`src/rtl/jt12_timer_bank_pkg.sv`:
```
// Shared definitions for the jt12 timer bank.
//   - default geometry (channel count, counter width, prescaler width)
//   - channel mode encoding (auto-reload / one-shot)
//   - per-clock channel action, decoded from run / run edge / tick
package jt12_timer_bank_pkg;

  localparam int unsigned NT_DEF = 2;
  localparam int unsigned CW_DEF = 10;
  localparam int unsigned PW_DEF = 4;

  typedef enum logic {
    MODE_RELOAD  = 1'b0,
    MODE_ONESHOT = 1'b1
  } mode_e;

  typedef enum logic [1:0] {
    ACT_IDLE  = 2'd0,
    ACT_STOP  = 2'd1,
    ACT_START = 2'd2,
    ACT_TICK  = 2'd3
  } ch_act_e;

endpackage

```
`src/rtl/jt12_timer_ch.sv`:
```
// One timer channel: prescaler, up-counter, active bit, sticky flag and a
// registered one-clk overflow pulse.
// Ports:
//   clk, rst_n      core clock, async active-low reset
//   tick            shared sample tick (cen & zero)
//   start_value     reload value
//   presc           prescaler terminal count (divide by presc+1)
//   run             enable; a rising edge (re)starts the channel
//   oneshot         1 = stop after first overflow
//   clr_flag        synchronous flag clear, not gated by tick
//   flag            sticky overflow flag
//   overflow        one-clk overflow pulse
module jt12_timer_ch
  import jt12_timer_bank_pkg::*;
#(
  parameter int unsigned CW = CW_DEF,
  parameter int unsigned PW = PW_DEF
) (
  input  logic          clk,
  input  logic          rst_n,
  input  logic          tick,
  input  logic [CW-1:0] start_value,
  input  logic [PW-1:0] presc,
  input  logic          run,
  input  logic          oneshot,
  input  logic          clr_flag,
  output logic          flag,
  output logic          overflow
);

  logic [CW-1:0] cnt_q, cnt_d;
  logic [PW-1:0] pcnt_q, pcnt_d;
  logic          active_q, active_d;
  logic          run_l_q;
  logic          flag_q, flag_d;
  logic          ovf_q, ovf_d;
  ch_act_e       act;
  mode_e         mode;

  assign mode = mode_e'(oneshot);

  // Start outranks a coincident tick, so a run edge never also counts.
  always_comb begin
    if (!run)                  act = ACT_STOP;
    else if (!run_l_q)         act = ACT_START;
    else if (tick && active_q) act = ACT_TICK;
    else                       act = ACT_IDLE;
  end

  always_comb begin
    cnt_d    = cnt_q;
    pcnt_d   = pcnt_q;
    active_d = active_q;
    ovf_d    = 1'b0;
    case (act)
      ACT_STOP: active_d = 1'b0;
      ACT_START: begin
        cnt_d    = start_value;
        pcnt_d   = '0;
        active_d = 1'b1;
      end
      ACT_TICK: begin
        if (pcnt_q == presc) begin
          pcnt_d = '0;
          if (cnt_q == '1) begin
            cnt_d = start_value;
            ovf_d = 1'b1;
            if (mode == MODE_ONESHOT) active_d = 1'b0;
          end else begin
            cnt_d = cnt_q + 1'b1;
          end
        end else begin
          pcnt_d = pcnt_q + 1'b1;
        end
      end
      ACT_IDLE: ;
      default: ;
    endcase
    // Clear beats a same-cycle wrap; the pulse itself is unaffected.
    if (clr_flag)   flag_d = 1'b0;
    else if (ovf_d) flag_d = 1'b1;
    else            flag_d = flag_q;
  end

  always_ff @(posedge clk or negedge rst_n) begin
    if (!rst_n) begin
      cnt_q    <= '0;
      pcnt_q   <= '0;
      active_q <= 1'b0;
      run_l_q  <= 1'b0;
      flag_q   <= 1'b0;
      ovf_q    <= 1'b0;
    end else begin
      cnt_q    <= cnt_d;
      pcnt_q   <= pcnt_d;
      active_q <= active_d;
      run_l_q  <= run;
      flag_q   <= flag_d;
      ovf_q    <= ovf_d;
    end
  end

  assign flag     = flag_q;
  assign overflow = ovf_q;

endmodule

```
`src/rtl/jt12_timer_bank.sv`:
```
// Bank of NT independent timers advancing on the shared sample tick.
// Ports:
//   clk, rst_n      core clock, async active-low reset
//   cen, zero       clock enable and sample strobe; tick = cen & zero
//   start_value     NT*CW reload values, channel i at [i*CW +: CW]
//   presc           NT*PW prescaler terminal counts
//   run, oneshot    per-channel enable (edge starts) and one-shot mode
//   clr_flag        per-channel synchronous flag clear
//   irq_en          per-channel interrupt enable
//   flag, overflow  sticky flags and one-clk overflow pulses
//   irq_n           active-low interrupt, ~|(flag & irq_en)
module jt12_timer_bank
  import jt12_timer_bank_pkg::*;
#(
  parameter int unsigned NT = NT_DEF,
  parameter int unsigned CW = CW_DEF,
  parameter int unsigned PW = PW_DEF
) (
  input  logic            clk,
  input  logic            rst_n,
  input  logic            cen,
  input  logic            zero,
  input  logic [NT*CW-1:0] start_value,
  input  logic [NT*PW-1:0] presc,
  input  logic [NT-1:0]   run,
  input  logic [NT-1:0]   oneshot,
  input  logic [NT-1:0]   clr_flag,
  input  logic [NT-1:0]   irq_en,
  output logic [NT-1:0]   flag,
  output logic [NT-1:0]   overflow,
  output logic            irq_n
);

  logic tick;

  assign tick = cen & zero;

  for (genvar i = 0; i < NT; i++) begin : g_ch
    jt12_timer_ch #(
      .CW (CW),
      .PW (PW)
    ) u_ch (
      .clk         (clk),
      .rst_n       (rst_n),
      .tick        (tick),
      .start_value (start_value[i*CW +: CW]),
      .presc       (presc[i*PW +: PW]),
      .run         (run[i]),
      .oneshot     (oneshot[i]),
      .clr_flag    (clr_flag[i]),
      .flag        (flag[i]),
      .overflow    (overflow[i])
    );
  end

  // Combinational from registered flags so irq_en masks without a clock.
  assign irq_n = ~|(flag & irq_en);

endmodule

```
`config.mk`:
```
export PLATFORM = sky130hd
export DESIGN_NAME = jt12_timer_bank
export DESIGN_NICKNAME = d
export VERILOG_FILES = /design/src/rtl/jt12_timer_bank_pkg.sv /design/src/rtl/jt12_timer_ch.sv /design/src/rtl/jt12_timer_bank.sv
export SDC_FILE = /design/constraint.sdc
export NUM_CORES = 1
export LEC_CHECK = 0
export BUFFER_PORTS_ARGS = -buffer_cell sky130_fd_sc_hd__buf_2
export CAP_MARGIN = 20
export CORE_ASPECT_RATIO = 1.5
export CORE_MARGIN = 4
export CORE_UTILIZATION = 55
export CTS_CLUSTER_SIZE = 20
export DETAILED_ROUTE_END_ITERATION = 6
export PLACE_DENSITY = 0.8
export SLEW_MARGIN = 20
export SYNTH_ARGS = -nofsm -noshare
export SYNTH_HDL_FRONTEND = slang
export SYNTH_SLANG_ARGS = --single-unit
```
`constraint.sdc`:
```
create_clock -name clk -period 5.54 [get_ports clk]
set_input_delay 0.831 -clock clk [delete_from_list [all_inputs] [get_ports clk]]
set_output_delay 0.831 -clock clk [all_outputs]
set_load 0.1 [all_outputs]
```
==> results of run 1 <==
[metrics by stage]
step	cells	cell area (sq um)	hold WS (ns)
floorplan	238	2140	0.468
global placement	314	2360	0.493
detailed placement	314	2360	0.505
CTS	322	2450	0.521
global route	322	2450	0.551
finish	322	2450	0.521
[cell usage in the layout, fill, tap and decap left out, types with 5 or more instances in the layout]
cell	netlist	routed
dfrtp_1	36	36
clkbuf_8	0	6
and4_1	6	6
o21ai_0	21	20
a31oi_1	6	6
buf_2	2	44
nand4_1	7	7
nor2_1	15	15
xnor2_1	6	6
nor3_1	6	6
mux2i_1	5	5
nand2_1	29	29
nand3_1	11	11
a21oi_1	20	20
[final cells by class]
cell class / instances / area, sq um / area share
Multi-Input combinational cell: 187 / 1170 / 0.477
Clock buffer: 8 / 90.1 / 0.0368
Sequential cell: 36 / 901 / 0.368
Tap cell: 43 / 53.8 / 0.0220
Inverter: 4 / 15.0 / 0.00613
Timing Repair Buffer: 44 / 220 / 0.0899
[kinds of logic (layout without fill, tap and decap cells)]
kind of cell / after synthesis / in the layout / synth area share
compound gates: 73 / 73 / 0.218
xor+xnor: 9 / 9 / 0.0438
fa+ha+maj: 4 / 4 / 0.0234
buf+inv: 15 / 56 / 0.0344
flops: 36 / 36 / 0.420
mux: 5 / 5 / 0.0234
simple gates: 96 / 96 / 0.237
[critical path: stages]
cell and delay [ns]:
buf_2 0.09, and2_2 0.20, nand4_1 0.35, o21ai_0 0.91, o311ai_0 0.23
[worst min path at each step]
stage | start | to | depth (start not counted)
floorplan | g_ch[1].u_ch.cnt_q[1] | g_ch[1].u_ch.cnt_q[1] | 2
global placement | g_ch[1].u_ch.cnt_q[1] | g_ch[1].u_ch.cnt_q[1] | 2
detailed placement | g_ch[1].u_ch.cnt_q[1] | g_ch[1].u_ch.cnt_q[1] | 2
CTS | g_ch[1].u_ch.cnt_q[1] | g_ch[1].u_ch.cnt_q[1] | 2
global route | g_ch[1].u_ch.pcnt_q[3] | g_ch[1].u_ch.pcnt_q[3] | 1
finish | g_ch[1].u_ch.cnt_q[1] | g_ch[1].u_ch.cnt_q[1] | 2
[power groups by stage]
stage | logic [mW] | clock network, mW | registers, mW
floorplan | 0.0718 | 0 | 0.320
CTS | 0.105 | 0.196 | 0.327
finish | 0.105 | 0.190 | 0.328
global placement | 0.101 | 0 | 0.331
global route | 0.121 | 0.207 | 0.333
detailed placement | 0.105 | 0 | 0.332
[synthesized netlist by cell type, drive strengths merged, types with 2 or more instances]
cell	count
nand3	11
buf	6
xnor2	8
inv	4
nor3b	4
a31oi	6
nor3	6
nor4	2
o311ai	3
a21oi	20
nand2	29
a21o	3
dfrtp	36
nor2	15
o21ai	21
a22o	2
and3	5
ha	4
a211oi	2
mux2i	5
and2	2
o211ai	2
nand4	8
clkbuf	5
o2bb2ai	4
and4	7
a31o	2
or3	2
[registers in the layout, indices dropped and copies added, names as in the netlist]
| register | count |
|---|---|
| g_ch.u_ch.cnt_q | 20 |
| g_ch.u_ch.overflow | 2 |
| g_ch.u_ch.pcnt_q | 8 |
| g_ch.u_ch.run_l_q | 2 |
| g_ch.u_ch.active_q | 2 |
| g_ch.u_ch.flag | 2 |
[routing by layer]
metal | wire length [um] | GRT usage | vias up | part of all wire
met3 | 278 | 0.0431 | 19 | 0.054
met1 | 2010 | 0.283 | 947 | 0.39
met2 | 2730 | 0.390 | 77 | 0.53
met5 | 0 | 0 | - | 0
met4 | 172 | 0.113 | 0 | 0.033
li1 | - | - | 974 | -
==> flow_summary.ini, run 1 <==
[power_and_ir_drop]
seqPwrFrac = 0.527
pwr-share-clk = 0.305
p_sw_frac = 0.291
totalPowerFinal_uw = 622
powerDensity_nw_per_um2 = 254
power.leakage_nw = 1.08
combPwrFrac = 0.168
p_int_uw = 441
peakVddDrop_mv = 0.269
p_switching_uw = 181

[worst_setup_path]
critical_path_class = input port to register
rrSetupSlack_ns = 3.45
cp_max_fo = 11
r2r_start = g_ch[0].u_ch.pcnt_q[2]
cp.arrival_ns = 2.62
r2r_cells = 5
cp-startpoint = cen
rr_endpoint = g_ch[0].u_ch.cnt_q[5]
end_kind = register
start_kind = input port
endpoint = g_ch[1].u_ch.cnt_q[0]
critical_path_required_ns = 5.67

[job]
cap_violations = 0

[logic_synthesis]
synth_cell_type_count = 49
synthFlopType = dfrtp_1
syn-instance-count = 238
async_flop_share = 1.00
synth_top_area_frac = 0.420
synth.avg_cell_area_sq_um = 9.01
yosysSeqAreaShare = 0.420
yosysWarnings = 0
synth_fp_nets = 282
ys_seq_elements = 36
netlist_area_sq_um = 2140
synth_edf_count = 0
synth_area_leaders = dfrtp_1 (42%), nand2_1 (5.1%), o21ai_0 (4.9%), a21oi_1 (4.7%), nor2_1 (2.6%)
synth_top_cell_by_area = dfrtp_1

[die]
initial_core_util = 0.577
dieArea_sq_um = 4980
die_h_um = 84.5
num_rows = 27
chipWidth_um = 59.0
num_io_pins = 45
core_sq_um = 3720

[global_routing]
grt.overflow.total = 0
grt_max_degree = 37
gr-usage-all-layers = 0.234
grt_pass1_wl_mm = 9.14
grt_antenna_before_repair = 0
first_global_vias = 2011

[timing]
finalMaxSlewViolations = 0
skew_ns = 0.0112
tightest_slew_ns = 0.988
setup_viol = 0
hold_violations = 0
worst_slack_ns = 3.05
fmax_mhz = 401
finalCriticalPeriod_ns = 2.49
setup-tns-final_ns = 0
fin_crit_sh = 0.450
rsz0062_at_grt = false
slew_headroom = 0.334

[clocking]
cts_setup_buffers = 0
cts-root-buf = clkbuf_8
numCtsBuffers = 5
h-tree-depth = 2
cts_tree = yes
cts_resized = 0
clkTransAtPathRegs_ns = 0.08
numClockSinks = 36
clock_latency_ns = 0.29
postCtsHoldBufs = 0
cts_buffer_depth = 2

[placed_design]
portBuffers = 44
gp_congestion = 0.979
place_hpwl_mm = 3.99
dp_slack_ns = 2.64

[status]
status = finished, final reports clean

[detailed_routing]
antenna_left = 0
first_iter_violations = 132
wl_mm = 5.20
routed_via_density = 6.26
firstDrtPassIters = 4
wl_per_cell_um = 16.1
vias = 2017
drc = 0

[final_layout]
diodes = 0
fin_util = 0.659
area_delta_synth_final_pct = 14.2
num-nets-final = 322
fill_cells = 335
drive_gt1_frac = 0.219

[worst_hold_path]
hold_path_class = register to register
No activity file was read; power rests on OpenSTA's default activity.
==> inputs of run 2 (changes only) <==
ABC_AREA = 1   (was not set)
CORE_UTILIZATION = 50   (was 55)
PLACE_DENSITY = 0.76   (was 0.8)
clock period = 2.2 ns   (was 5.54 ns; I/O delays follow)
==> flow_summary.ini, run 2 <==
[die]
num_rows = 31
initial_core_util = 0.510
dieArea_sq_um = 6120
num_io_pins = 45
die_h_um = 93.8
chipWidth_um = 65.2
core_sq_um = 4810

[timing]
skew_ns = 0.00455
rsz0062_at_grt = false
setup_viol = 0
setup-tns-final_ns = 0
finalMaxSlewViolations = 0
hold_violations = 0
worst_slack_ns = 0.496
fmax_mhz = 587
slew_headroom = 0.449
fin_crit_sh = 0.775
finalCriticalPeriod_ns = 1.70
tightest_slew_ns = 0.826

[clocking]
cts_setup_buffers = 0
clock_latency_ns = 0.29
cts_tree = yes
numCtsBuffers = 5
clkTransAtPathRegs_ns = 0.07
cts-root-buf = clkbuf_8
h-tree-depth = 2
cts_buffer_depth = 2
numClockSinks = 36
cts_resized = 0
postCtsHoldBufs = 0

[final_layout]
drive_gt1_frac = 0.190
reg_top3 = g_ch.u_ch.cnt_q (20), g_ch.u_ch.pcnt_q (8)
diodes = 0
num-nets-final = 453
final_common_cell = nand2_1
largest_register_ffs = 20
largest_register = g_ch.u_ch.cnt_q
fill_cells = 516
area_delta_synth_final_pct = 12.9
layout_common_cells = nand2_1 (160), inv_1 (53), buf_2 (44)

[logic_synthesis]
synth_top_cell_by_area = dfrtp_1
synth_cell_type_count = 22
synthFlopType = dfrtp_1
yosysWarnings = 0
netlist_area_sq_um = 2450
yosysMostFrequentCell = nand2_1
ys_seq_elements = 36
syn-instance-count = 366
synth.avg_cell_area_sq_um = 6.71
synth_edf_count = 0
synth_area_leaders = dfrtp_1 (37%), nand2_1 (24%), inv_1 (8.1%), nand3_1 (7.5%), nor2_4 (2.3%)
synth_fp_nets = 410
ys_top_cells_by_count = nand2_1 (160), inv_1 (53), nand3_1 (37)
async_flop_share = 1.00
synth_top_area_frac = 0.367
yosysSeqAreaShare = 0.367

[global_routing]
gr-usage-all-layers = 0.186
grt_max_degree = 37
grt.overflow.total = 0
first_global_vias = 2218
grt_antenna_before_repair = 0
grt_pass1_wl_mm = 9.18

[worst_setup_path]
end_kind = register
r2r_cells = 9
cp.arrival_ns = 1.93
rr_endpoint = g_ch[0].u_ch.cnt_q[9]
cp_max_fo = 12
rrSetupSlack_ns = 0.50
critical_path_required_ns = 2.43
critical_path_class = register to register
crit_chain = ha_1 > nand2_2 > nor2_4 > nand3b_1 > nand2_2 > inv_1 > nand2_1 > nand3_1 > nand2_1
r2r_start = g_ch[0].u_ch.cnt_q[0]
critical_path.max_stage_delay_ns = 0.39
cp_num_buf_inv = 1
start_kind = register
slowest_stage = dfrtp_1
cp_top_family = simple AND/OR/NAND/NOR gates

[power_and_ir_drop]
seqPwrFrac = 0.508
combPwrFrac = 0.177
peakVddDrop_mv = 0.375
powerDensity_nw_per_um2 = 559
power.leakage_nw = 1.55
p_switching_uw = 464
p_sw_frac = 0.299
pwr-share-clk = 0.315
p_int_mw = 1.09

[placed_design]
gp_congestion = 0.796
portBuffers = 44
dp_slack_ns = 0.514
place_hpwl_mm = 3.89

[detailed_routing]
firstDrtPassIters = 5
first_iter_violations = 103
drc = 0
routed_via_density = 4.80
antenna_left = 0
vias = 2283
wl_per_cell_um = 10.6
wl_mm = 5.05

[status]
status = finished, final reports clean

[worst_hold_path]
hold_path_class = input port to async pin

[job]
cap_violations = 0
==> run 2: cell types whose count changed after synthesis, moves of 8 or more <==
| cell | before | now |
|---|---|---|
| nand2_1 | 29 | 160 |
| inv_1 | 4 | 53 |
| nand3_1 | 11 | 37 |
| a21oi_1 | 20 | 1 |
| o21ai_0 | 21 | 7 |
| nand2_2 | 0 | 8 |
==> run 2: worst register-to-register path, delay by kind of cell, from the launching register on <==
family,cells,cell delay [ns]
and+or+nand+nor,7,0.82
DFF,1,0.39
adders and majority gates,1,0.22
buffers and inverters,1,0.20
==> run 2: routing by layer <==
layer  global-route usage  routed length, um
met1                0.212               2130
met2                0.337               2610
met3               0.0383                221
met4               0.0657                 94
met5                    0                  0
==> run 2: power by group through the flow <==
stage | Combinational, mW | Sequential, mW | Clock [mW]
CTS | 0.280 | 0.788 | 0.507
detailed placement | 0.278 | 0.801 | 0
floorplan | 0.199 | 0.782 | 0
finish | 0.275 | 0.788 | 0.488
global route | 0.324 | 0.798 | 0.539
global placement | 0.271 | 0.798 | 0
==> run 2: final cells by class <==
| class | instances | area [sq um] | share of cell area |
|---|---|---|---|
| multi-input combinational | 263 | 1260 | 0.454 |
| sequential | 36 | 901 | 0.325 |
| inverter | 59 | 221 | 0.0799 |
| timing repair buffer | 44 | 220 | 0.0794 |
| clock buffer | 8 | 90.1 | 0.0325 |
| tap | 66 | 82.6 | 0.0298 |
==> run 2: logic make-up after synthesis <==
family	after synthesis	synth area share
and+or+nand+nor	234	0.420
adders and majority gates	4	0.0204
DFF	36	0.367
buffers and inverters	67	0.121
AOI/OAI and AO/OA	15	0.0362
xor gates and xnor gates	10	0.0357
==> run 2: metrics by stage <==
step,instance area (sq um),power (mW),std cells,hold slack [ns],utilization
floorplan,2450,0.981,366,0.0344,-
global placement,2680,1.07,468,0.474,0.558
detailed placement,2680,1.08,468,0.476,0.558
CTS,2770,1.58,476,0.166,0.576
global route,2770,1.66,476,0.172,0.576
finish,2770,1.55,476,0.134,0.576
==> run 2: how the worst max path moves through the flow <==
stage	from	end	slack, ns	cells past startpoint
floorplan	g_ch[0].u_ch.flag	irq_n	0.69	2
global placement	g_ch[0].u_ch.cnt_q[0]	g_ch[0].u_ch.cnt_q[9]	0.54	9
detailed placement	g_ch[0].u_ch.cnt_q[0]	g_ch[0].u_ch.cnt_q[9]	0.51	9
CTS	g_ch[0].u_ch.cnt_q[0]	g_ch[0].u_ch.cnt_q[9]	0.48	9
global route	g_ch[0].u_ch.cnt_q[0]	g_ch[0].u_ch.cnt_q[1]	0.31	9
finish	g_ch[0].u_ch.cnt_q[0]	g_ch[0].u_ch.cnt_q[9]	0.50	9
==> inputs of run 3 (changes only) <==
ABC_AREA = 0   (was 1)
CORE_UTILIZATION = 54   (was 50)
PLACE_DENSITY = 0.79   (was 0.76)
clock period = 1.7 ns   (was 2.2 ns; I/O delays follow)
==> flow_summary.ini, run 3 (same netlist as run 1, synthesis figures left out) <==
[worst_setup_path]
critical_path_class = register to register
cp_num_buf_inv = 0
critical_path_required_ns = 1.92
rrSetupSlack_ns = -0.04
critical_path.max_stage_delay_ns = 0.54
end_kind = register
cp.arrival_ns = 1.96
cp_max_fo = 2
cp_top_family = simple AND/OR/NAND/NOR gates
r2r_start = g_ch[1].u_ch.pcnt_q[0]
crit_chain = xnor2_2 > nand4_2 > or4_4 > or3_1 > nand4_1
r2r_cells = 5
rr_endpoint = g_ch[1].u_ch.cnt_q[8]
slowest_stage = or4_4
start_kind = register

[clocking]
cts_buffer_depth = 2
clock_latency_ns = 0.29
numClockSinks = 36
numCtsBuffers = 5
cts_tree = yes
clkTransAtPathRegs_ns = 0.07
cts-root-buf = clkbuf_8
postCtsHoldBufs = 0
h-tree-depth = 2

[placed_design]
place_hpwl_mm = 4.17
place_area_sq_um = 2630
gp_congestion = 1.01
portBuffers = 44
dp_slack_ns = -0.0497

[detailed_routing]
first_iter_violations = 138
wl_mm = 5.59
wl_per_cell_um = 15.6
firstDrtPassIters = 4
routed_via_density = 6.11
vias = 2189
antenna_left = 0
drc = 0

[final_layout]
layout_common_cells = buf_2 (44), dfrtp_1 (36), buf_4 (36)
largest_register = g_ch.u_ch.cnt_q
reg_top3 = g_ch.u_ch.cnt_q (20), g_ch.u_ch.pcnt_q (8)
area_delta_synth_final_pct = 30.3
diodes = 0
largest_register_ffs = 20
fill_cells = 294
final_common_cell = buf_2
num-nets-final = 359
final_area_sq_um = 2790
drive_gt1_frac = 0.352

[die]
chipWidth_um = 59.4
initial_core_util = 0.572
core_sq_um = 3750
die_h_um = 85.2
num_rows = 27
dieArea_sq_um = 5060
num_io_pins = 45

[power_and_ir_drop]
power.leakage_nw = 1.28
powerDensity_nw_per_um2 = 780
peakVddDrop_mv = 0.624
totalPowerFinal_mw = 2.18

[global_routing]
grt_antenna_before_repair = 0
grt_max_degree = 37
grt_pass1_wl_mm = 9.25
first_global_vias = 2122
gr-usage-all-layers = 0.235
grt.overflow.total = 0

[status]
status = finished with violations
violations = negative hold slack, negative setup slack

[timing]
worst_slack_ns = -0.0398
slew_headroom = 0.676
skew_ns = 0.00426
rsz0062_at_grt = true
hold_violations = 4
finalMaxSlewViolations = 0
tightest_slew_ns = 0.490
fmax_mhz = 575
fin_crit_sh = 1.02
setup-tns-final_ns = -0.0398
hold_ws_ns = -0.00598
setup_viol = 1
finalCriticalPeriod_ns = 1.74

[job]
cap_violations = 0

[worst_hold_path]
hold_path_class = input port to async pin
run 3: cell types whose count changed in the layout (fill, tap and decap cells not counted), sizes merged, moves of 7 or more:
cell and delta:
buf +37, and4 +7, inv -55, o21ai +14, nand3 -29, nand2 -139, a21oi +19
run 3: where the power goes:
group          switching, mW  internal (mW)  leakage (nW)  total (mW)
Clock                  0.310          0.361        0.0503       0.671
Sequential            0.0929          0.950         0.448        1.04
Combinational          0.234          0.232         0.778       0.466
run 3: per-layer routing:
metal  share of wire  wire length, um  GRT usage  vias to the layer above
met5               0                0          0                        -
met4           0.027              153     0.0990                        0
met3           0.047              264     0.0396                       19
met2            0.55             3050      0.421                       78
met1            0.38             2120      0.262                     1039
li1                -                -          -                     1053
run 3: worst reg2reg max path: stages, from the launching register on:
cell and delay (ns):
dfrtp_1 0.41, xnor2_2 0.17, nand4_2 0.15, or4_4 0.54, or3_1 0.32, nand4_1 0.10
run 3: per-stage QoR:
stage / utilization / std cells / hold WS (ns)
3_3_place_gp: 0.700 / 347 / 0.327
5_1_grt: 0.745 / 358 / 0.0408
4_1_cts: 0.730 / 355 / 0.0207
3_5_place_dp: 0.700 / 347 / 0.327
2_1_floorplan: - / 238 / -0.0406
6_report: 0.745 / 358 / -0.00598
run 3: layout make-up:
| class | instances | area, sq um | share of cell area |
|---|---|---|---|
| clock buffer | 7 | 96.3 | 0.0345 |
| inverter | 4 | 15.0 | 0.00538 |
| multi-input combinational | 187 | 1220 | 0.439 |
| sequential | 36 | 901 | 0.323 |
| tap | 43 | 53.8 | 0.0193 |
| timing repair buffer | 81 | 502 | 0.180 |
run 3: how the worst max path moves through the flow:
stage / depth (start not counted) / endpoint / start
6_report: 5 / g_ch[1].u_ch.cnt_q[8] / g_ch[1].u_ch.pcnt_q[0]
5_1_grt: 5 / g_ch[1].u_ch.cnt_q[8] / g_ch[1].u_ch.pcnt_q[0]
3_3_place_gp: 6 / g_ch[1].u_ch.cnt_q[8] / presc[7]
3_5_place_dp: 5 / g_ch[1].u_ch.cnt_q[8] / g_ch[1].u_ch.pcnt_q[3]
2_1_floorplan: 5 / g_ch[1].u_ch.cnt_q[8] / g_ch[1].u_ch.pcnt_q[3]
4_1_cts: 5 / g_ch[1].u_ch.cnt_q[8] / g_ch[1].u_ch.pcnt_q[2]
run 3: what timing repair did:
item / in CTS / in global routing
setup endpoints to repair: 2 / 15
gates resized for setup: 1 / 13
pin swaps: 0 / 3
setup buffers: 1 / 3
